<file path="config.mk">
export PLATFORM = sky130hd
export DESIGN_NAME = rf_writeback_arbiter
export DESIGN_NICKNAME = d
export VERILOG_FILES = /design/src/rtl/rf_writeback_arbiter.sv
export SDC_FILE = /design/constraint.sdc
export NUM_CORES = 2
export LEC_CHECK = 0
export CORE_UTILIZATION = 55
export DETAILED_ROUTE_END_ITERATION = 16
export GPL_TIMING_DRIVEN = 0
export MAX_ROUTING_LAYER = met4
export PLACE_DENSITY = 0.88
export RECOVER_POWER = 100
export SLEW_MARGIN = 20
export SYNTH_ARGS = -nofsm -noshare
export SYNTH_HDL_FRONTEND = slang
export SYNTH_SLANG_ARGS = --single-unit
</file>
<file path="constraint.sdc">
create_clock -name clk -period 8.8 [get_ports clk]
set_input_delay 1.76 -clock clk [delete_from_list [all_inputs] [get_ports clk]]
set_output_delay 1.76 -clock clk [all_outputs]
set_load 0.01 [all_outputs]
</file>
<file path="src/rtl/rf_writeback_arbiter.sv">
// rf_writeback_arbiter: owns the register file write port. Results from the
// ALU and load paths are buffered in per-source FIFOs and merged round-robin
// into at most one registered write per cycle. Writes to register 0 are
// consumed without asserting WE3.

// Per-source FIFO. It has no pass-through, so "full" depends only on the
// stored count. A push into a full FIFO is refused even if a pop happens on
// the same edge.
module rf_wb_fifo #(
  parameter int WIDTH = 8,
  parameter int DEPTH = 4
) (
  input  logic             clk,
  input  logic             rst,
  input  logic             i_push,
  input  logic [WIDTH-1:0] i_wdata,
  input  logic             i_pop,
  output logic [WIDTH-1:0] o_rdata,
  output logic             o_empty,
  output logic             o_full
);
  localparam int PW = $clog2(DEPTH);
  localparam int CW = PW + 1;

  logic [WIDTH-1:0] r_mem [DEPTH];
  logic [PW-1:0]    r_wr_ptr;
  logic [PW-1:0]    r_rd_ptr;
  logic [CW-1:0]    r_count;
  logic             w_push;
  logic             w_pop;

  assign o_full  = (r_count == CW'(DEPTH));
  assign o_empty = (r_count == '0);
  assign w_push  = i_push && !o_full;
  assign w_pop   = i_pop && !o_empty;
  assign o_rdata = r_mem[r_rd_ptr];

  // Storage array; the contents need no reset because the count gates every read.
  always_ff @(posedge clk) begin
    if (w_push) r_mem[r_wr_ptr] <= i_wdata;
  end

  // Pointers wrap naturally at a power-of-two depth; the count tracks occupancy.
  always_ff @(posedge clk or negedge rst) begin
    if (!rst) begin
      r_wr_ptr <= '0;
      r_rd_ptr <= '0;
      r_count  <= '0;
    end else begin
      if (w_push) r_wr_ptr <= r_wr_ptr + PW'(1);
      if (w_pop)  r_rd_ptr <= r_rd_ptr + PW'(1);
      case ({w_push, w_pop})
        2'b10:   r_count <= r_count + CW'(1);
        2'b01:   r_count <= r_count - CW'(1);
        default: r_count <= r_count;
      endcase
    end
  end
endmodule

module rf_writeback_arbiter #(
  parameter  int NUM_REGS   = 32,
  parameter  int REG_WIDTH  = 256,
  parameter  int FIFO_DEPTH = 4,
  localparam int AW         = $clog2(NUM_REGS)
) (
  input  logic                 clk,
  input  logic                 rst,
  input  logic                 alu_valid,
  output logic                 alu_ready,
  input  logic [AW-1:0]        alu_addr,
  input  logic [REG_WIDTH-1:0] alu_data,
  input  logic                 mem_valid,
  output logic                 mem_ready,
  input  logic [AW-1:0]        mem_addr,
  input  logic [REG_WIDTH-1:0] mem_data,
  output logic                 WE3,
  output logic [AW-1:0]        A3,
  output logic [REG_WIDTH-1:0] WD3,
  output logic                 busy
);
  localparam int EW = AW + REG_WIDTH;

  typedef enum logic {SRC_ALU = 1'b0, SRC_MEM = 1'b1} src_e;

  src_e           r_last_grant;
  logic           r_we3;
  logic [AW-1:0]  r_a3;
  logic [REG_WIDTH-1:0] r_wd3;

  logic           w_alu_full, w_alu_empty, w_mem_full, w_mem_empty;
  logic [EW-1:0]  w_alu_head, w_mem_head;
  logic           w_grant_alu, w_grant_mem;
  logic [EW-1:0]  w_sel;
  logic [AW-1:0]  w_sel_addr;

  assign alu_ready = rst && !w_alu_full;
  assign mem_ready = rst && !w_mem_full;

  rf_wb_fifo #(.WIDTH(EW), .DEPTH(FIFO_DEPTH)) u_alu_fifo (
    .clk     (clk),
    .rst     (rst),
    .i_push  (alu_valid && alu_ready),
    .i_wdata ({alu_addr, alu_data}),
    .i_pop   (w_grant_alu),
    .o_rdata (w_alu_head),
    .o_empty (w_alu_empty),
    .o_full  (w_alu_full)
  );

  rf_wb_fifo #(.WIDTH(EW), .DEPTH(FIFO_DEPTH)) u_mem_fifo (
    .clk     (clk),
    .rst     (rst),
    .i_push  (mem_valid && mem_ready),
    .i_wdata ({mem_addr, mem_data}),
    .i_pop   (w_grant_mem),
    .o_rdata (w_mem_head),
    .o_empty (w_mem_empty),
    .o_full  (w_mem_full)
  );

  // Round-robin grant: a lone non-empty source wins; on a tie the source
  // not granted most recently wins.
  always_comb begin
    w_grant_alu = 1'b0;
    w_grant_mem = 1'b0;
    if (!w_alu_empty && (w_mem_empty || r_last_grant == SRC_MEM)) w_grant_alu = 1'b1;
    else if (!w_mem_empty) w_grant_mem = 1'b1;
    w_sel      = w_grant_alu ? w_alu_head : w_mem_head;
    w_sel_addr = w_sel[EW-1:REG_WIDTH];
  end

  // Registered write port. Address 0 still loads A3/WD3 but never raises WE3.
  always_ff @(posedge clk or negedge rst) begin
    if (!rst) begin
      r_last_grant <= SRC_MEM;
      r_we3        <= 1'b0;
      r_a3         <= '0;
      r_wd3        <= '0;
    end else begin
      r_we3 <= 1'b0;
      if (w_grant_alu || w_grant_mem) begin
        r_last_grant <= w_grant_alu ? SRC_ALU : SRC_MEM;
        r_we3        <= (w_sel_addr != '0);
        r_a3         <= w_sel_addr;
        r_wd3        <= w_sel[REG_WIDTH-1:0];
      end
    end
  end

  assign WE3  = r_we3;
  assign A3   = r_a3;
  assign WD3  = r_wd3;
  assign busy = !w_alu_empty || !w_mem_empty || r_we3;
endmodule

</file>
Word-level counts from Yosys, hierarchy flattened
Memory sizes are Yosys's and may differ from the RTL's. Cells that the tools add are included.

$add $sub $neg: 8. Multipliers: 0. Div/mod/pow operators: 0. Order comparisons: 0. Equality and inequality tests: 6. Shift operators: 0. Multiplexer cells: 12. Bitwise operators: 0. Reductions and logical operators: 22.

Operators with widths (number): $mux W261 (1); $pmux W3 S2 (2); $logic_and A1 B1 Y1 (9); $mux W1 (9); $add A2 B1 Y2 const B (4); $add A3 B1 Y3 const B (2); $eq A3 B3 Y1 const B (2); $logic_not A3 Y1 (2); $sub A3 B1 Y3 const B (2); $reduce_bool A5 Y1 (1); $eq A2 B1 Y1 const B (2); $eq A2 B2 Y1 const B (2); $logic_not A1 Y1 (4); $logic_or A1 B1 Y1 (4); $reduce_bool A2 Y1 (2).

Register bits: 277. Latch bits: 0. Bits in writable memories: 2088. Memory bits (read-only): 0. Input port bits: 526. Output and inout bits: 265. Word-level logic and storage cells: 60. Memories: 2.

Memory list: u_alu_fifo.r_mem (words 4, width 261, read ports 1, clocked after Yosys merged registers in 0, wr ports 1, RTL line 25) `logic [WIDTH-1:0] r_mem [DEPTH];`; u_mem_fifo.r_mem (words 4, width 261, read ports 1, clocked after Yosys merged registers in 0, wr ports 1, RTL line 25).

Longest topological paths before layout
Depth after elaboration: 7. Gate-level depth with buffers: 10. Depth with buffers taken out: 10.

Hierarchy
Synthesis repeated with hierarchy kept, for this count alone.

Cell total of the unflattened synthesis: 3979. Area, all modules: 88966.6 um2.

Modules (own cells, without submodules): rf_wb_fifo (u_mem_fifo) (times used 1, cells an instance 1400, area each 38005.2 um2, sequential area each 31525.2 um2); rf_wb_fifo (u_alu_fifo) (times used 1, cells an instance 1400, area each 38000.2 um2, sequential area each 31525.2 um2); rf_writeback_arbiter (times used 1, cells an instance 1179, area each 12961.2 um2, sequential area each 6582.6 um2).

Least setup slack after synthesis
OpenSTA, ideal clock, no wires.

Path type: input port to flip-flop. From: input port rst. To: memory u_alu_fifo.r_mem[0][0] (netlist name) (enable). Library setup time: 658 ps. Arrival time: 8237 ps. Required time: 8142 ps. Setup slack: -95 ps. Stages: 3. Buffers on the path: 0. Cell sequence: inv_1 > a31oi_1 > and3_1.

Longest elaborated chain between the ends: 5.

RTL lines: start: declaration (RTL line 68) `input logic rst,`; $logic_and A1 B1 Y1 (RTL line 97) `assign alu_ready = rst && !w_alu_full;`; net alu_ready (RTL line 70) `output logic alu_ready,`; $logic_and A1 B1 Y1 (RTL line 103) `.i_push (alu_valid && alu_ready),`; $logic_and A1 B1 Y1 (RTL line 34) `assign w_push = i_push && !o_full;`; $mux W1 (RTL line 40) `if (w_push) r_mem[r_wr_ptr] <= i_wdata;`; $mux W1 (implied by the code) (RTL line 40); end: declaration (RTL line 25).

The timed path passes the listed nets, and every way through them passes these cells.

Final worst setup path
From: input port rst. To: memory u_mem_fifo.r_mem[2][64] (netlist name) (enable).

Longest elaborated chain between the ends: 5.

RTL lines: $logic_and A1 B1 Y1 (RTL line 98) `assign mem_ready = rst && !w_mem_full;`; $logic_and A1 B1 Y1 (RTL line 114) `.i_push (mem_valid && mem_ready),`; $logic_and A1 B1 Y1 (RTL line 34); $mux W1 (RTL line 40); $mux W1 (implied by the code) (RTL line 40); end: declaration (RTL line 25).

Every way passes these cells.

==> metrics.md <==
| Metric | Value |
|---|---|
| Run status | finished, violations left |
| Failing checks | capacitance limit, slew limit |
| Antenna violations before repair | 194 |
| Fillers | 9111 |
| Layout Skew | 0.07153 ns |
| Max Cap Viol | 26 |
| Largest family of logic cells by synthesized area | multiplexers |
| Util after Layout | 0.6742 |
| CP Max Fanout | 69 |
| Detailed Routing Iterations Pass 1 | 8 |
| Core ar. | 0.1584 mm2 |
| Max Freq | 0.1403 GHz |
| Synth Register Bits | 2365 |
| Critical Path Source | rst |
| Vias/cell | 6.394 |
| Family with the most delay on the worst path | buffers and inverters |
| Adder-cell area share of the yosys netlist | 0.001884 |
| Pwr dens | 332.3 mW/mm2 |
| Hold path startpoint | u_mem_fifo.r_count[2] |
| Worst EP arrival | 7.58 ns |
| Share of cells above drive strength 1 | 0.1859 |
| Unrepaired setup endpoints after global routing | false |
| Setup_tns | 0 ns |
| Post-Syn Area | 0.08765 mm2 |
| Critical path cell sequence | buf_8 -> buf_16 -> inv_1 -> a31oi_1 -> and3_1 -> clkbuf_1 -> buf_16 -> clkbuf_2 |
| Largest stage delay, worst path | 1.67 ns |
| Register area share after synthesis | 0.7944 |
| Cell Count, Final, Fillers Out | 7759 |
| Number of global-route vias before repair | 50890 |
| Critical Path Most Common Cell | buf_16 |
| Placed instance area | 0.09971 mm2 |
| Fin area | 0.1068 mm2 |
| Remaining global-route overflow | 0 |
| WL/cell | 32.89 um |
| Reg-to-Reg End | u_mem_fifo.r_mem[2][64] |
| Critical-path top delay cell | clkbuf_1 |
| Post-Syn Area per Cell | 20.73 um2 |
| Final Hold Fails | 0 |
| Area Growth Syn to Fin | 21.83% |
| FP Rows | 146 |
| Via count | 49610 |
| Hold Slack | 0.5004 ns |
| Clk_lat worst skew | 0.87 ns |
| Io pins | 791 |
| Pin count of the biggest net entering global routing | 78 |
| Die Height | 401.2 um |
| Yosys cell types | 28 |
| Critical path required time | 9.25 ns |
| Layout Nets | 5837 |
| Final Power | 35.48 mW |
| Clock Tree Buf Depth | 3 |
| Chip Width | 401.2 um |
| Critical setup path kind | in2reg |
| VDD IR-drop max | 298.4 uV |
| Max Slew Vio Count | 902 |
| Cells on worst reg2reg path | 6 |
| Leak | 36.07 nW |
| Syn_nets | 4766 |
| Routed Antenna Nets | 0 |
| Worst R2R Setup Slack | 3.16 ns |
| Setup crit end kind | flop |
| GPL Wtd Cong | 0.8473 |
| FF/Latch Area | 0.06963 mm2 |
| CTS sink cnt | 2365 |
| Xor/xnor share of the synthesized area | 0.001199 |
| IO buf count | 790 |
| Mapped Cells | 4228 |
| Area of the multi-input gates | 0.01680 mm2 |
| CTS tree | built |
| Initial DRC Count | 6963 |
| Post-CTS sizing | 0 |
| Hold crit path type | reg2reg |
| Tcrit/Tclk final | 0.8101 |
| Post-Synth Simple-Gate Area | 0.03473 |
| Post-synthesis compound-gate area fraction | 0.01916 |
| Mux cell area share after synthesis | 0.1348 |
| First-pass GRT wire length | 355000 um |
| Dpl cells | 7149 |
| Slew margin rel. | -2.154 |
| Htree depth | 4 |
| Min cycle time layout | 7.129 ns |
| DRC viols | 0 |
| Total wire length | 255200 um |
| DP Wirelength | 158000 um |
| Reg2reg start | u_mem_fifo.r_count[0] |
| Hold endpoint | u_mem_fifo.r_count[2] |
| Pre-CTS WS | 2.823 ns |
| PnR worst setup slack | 1.671 ns |
| Crit start category | primary input |
| # setup viols final | 0 |
| Tot GR Track Use | 0.3191 |
| Worst Hold Depth | 1 |
| Post-CTS Setup Inserts | 0 |
| Total die area | 0.1610 mm2 |
| Hold Buf Count CTS | 0 |
| Worst Path Buf+Inv | 6 |
| Worst Tran Pin Value | 4.731 ns |
| Initial core utilization | 0.5534 |
| Yosys Warn Count | 0 |
| CTS root buf | clkbuf_16 |
| Clk pin slew, worst setup/hold paths | 0.06 ns |
| CTS Buf Count | 220 |
==> synth_stat cells (all sizes together) <==
| master | instances | area, um2 |
|---|---|---|
| fa | 2 | 40.04 |
| xnor2 | 7 | 61.31 |
| buf | 166 | 917.1 |
| inv | 14 | 52.55 |
| a21o | 1 | 7.510 |
| and2 | 3 | 18.77 |
| mux2i | 6 | 60.06 |
| a31oi | 259 | 1620 |
| xor2 | 5 | 43.79 |
| o21ai | 3 | 15.01 |
| nand2b | 1 | 6.260 |
| dfstp | 1 | 26.28 |
| and3 | 9 | 56.30 |
| ha | 10 | 125.1 |
| edfxtp | 2088 | 62700 |
| o21bai | 1 | 11.26 |
| nor3 | 2 | 20.02 |
| mux4 | 522 | 11760 |
| nand2 | 518 | 1944 |
| nor2 | 264 | 991.0 |
| dfrtp | 276 | 6907 |
| and2b | 1 | 7.510 |
| a21oi | 5 | 25.02 |
| clkbuf | 64 | 240.2 |
==> worst register-to-register path, cell delays in order (launching register included) <==
cell      delay (ns)
dfrtp_1         0.43
inv_1           0.11
a31oi_1         0.42
and3_1          0.99
clkbuf_1        1.68
buf_16          0.37
clkbuf_2        1.15
==> worst max-delay path by stage <==
stage                                   end  slack [ns]  cells past startpoint
floorplan            u_mem_fifo.r_mem[1][0]       -0.09                      3
global placement    u_mem_fifo.r_mem[2][65]      -18.70                      4
detailed placement                mem_ready        2.82                      5
CTS                               mem_ready        2.78                      5
global route        u_mem_fifo.r_mem[3][61]        1.39                      8
finish              u_mem_fifo.r_mem[2][64]        1.67                      8
==> state kept, by name (all words and copies together) (netlist names) <==
register and count:
r_last_grant 1, u_alu_fifo.r_wr_ptr 2, u_mem_fifo.r_rd_ptr 2, u_alu_fifo.r_rd_ptr 2, u_mem_fifo.r_wr_ptr 2, u_mem_fifo.r_mem 1044, u_alu_fifo.r_mem 1044, WD3 256
WE3 1, u_mem_fifo.r_count 3, u_alu_fifo.r_count 3, A3 5
==> cell usage in the layout (no fill, tap or decap), types with 7 or more instances in the layout <==
cell,instances
buf_2,105
clkinv_2,35
inv_1,14
clkinv_1,28
bufinv_16,13
ha_1,10
buf_12,8
edfxtp_1,2088
dlygate4sd3_1,786
nand2_1,518
clkbuf_8,26
xnor2_1,7
buf_4,26
buf_16,28
dfrtp_1,276
nor2_1,264
clkbuf_16,222
mux4_2,522
diode_2,194
a31oi_1,259
and3_1,9
clkbuf_1,175
==> power breakdown <==
part           internal [mW]  total, mW  switching (mW)
Combinational           4.61       11.1            6.44
Clock                   5.27       9.56            4.28
Sequential              14.1       14.9           0.789
==> logic make-up (layout without fill, tap and decap cells) <==
logic type | Yosys count | in the layout
fa+ha+maj | 12 | 12
xor+xnor | 12 | 12
buf+inv | 244 | 1509
flops | 2365 | 2365
simple gates | 798 | 798
compound gates | 269 | 269
mux | 528 | 528
other cells | 0 | 194
==> per-layer routing <==
metal,global-route usage,vias up,share of wire
li1,-,19400,-
met1,0.3692,25310,0.32
met2,0.5052,4073,0.50
met3,0.09058,829,0.12
met4,0.1775,0,0.061
met5,-,-,0
==> final cells by class <==
type	instances	share of cell area
clock buffer	314	0.05769
antenna	194	0.004546
inverter	14	0.0004921
sequential	2365	0.6521
clock inverter	102	0.009561
buffer	230	0.01043
tap	2072	0.02428
timing repair buffer	849	0.08364
multi-input combinational	1619	0.1573
Power figures use the tool's default switching activity.
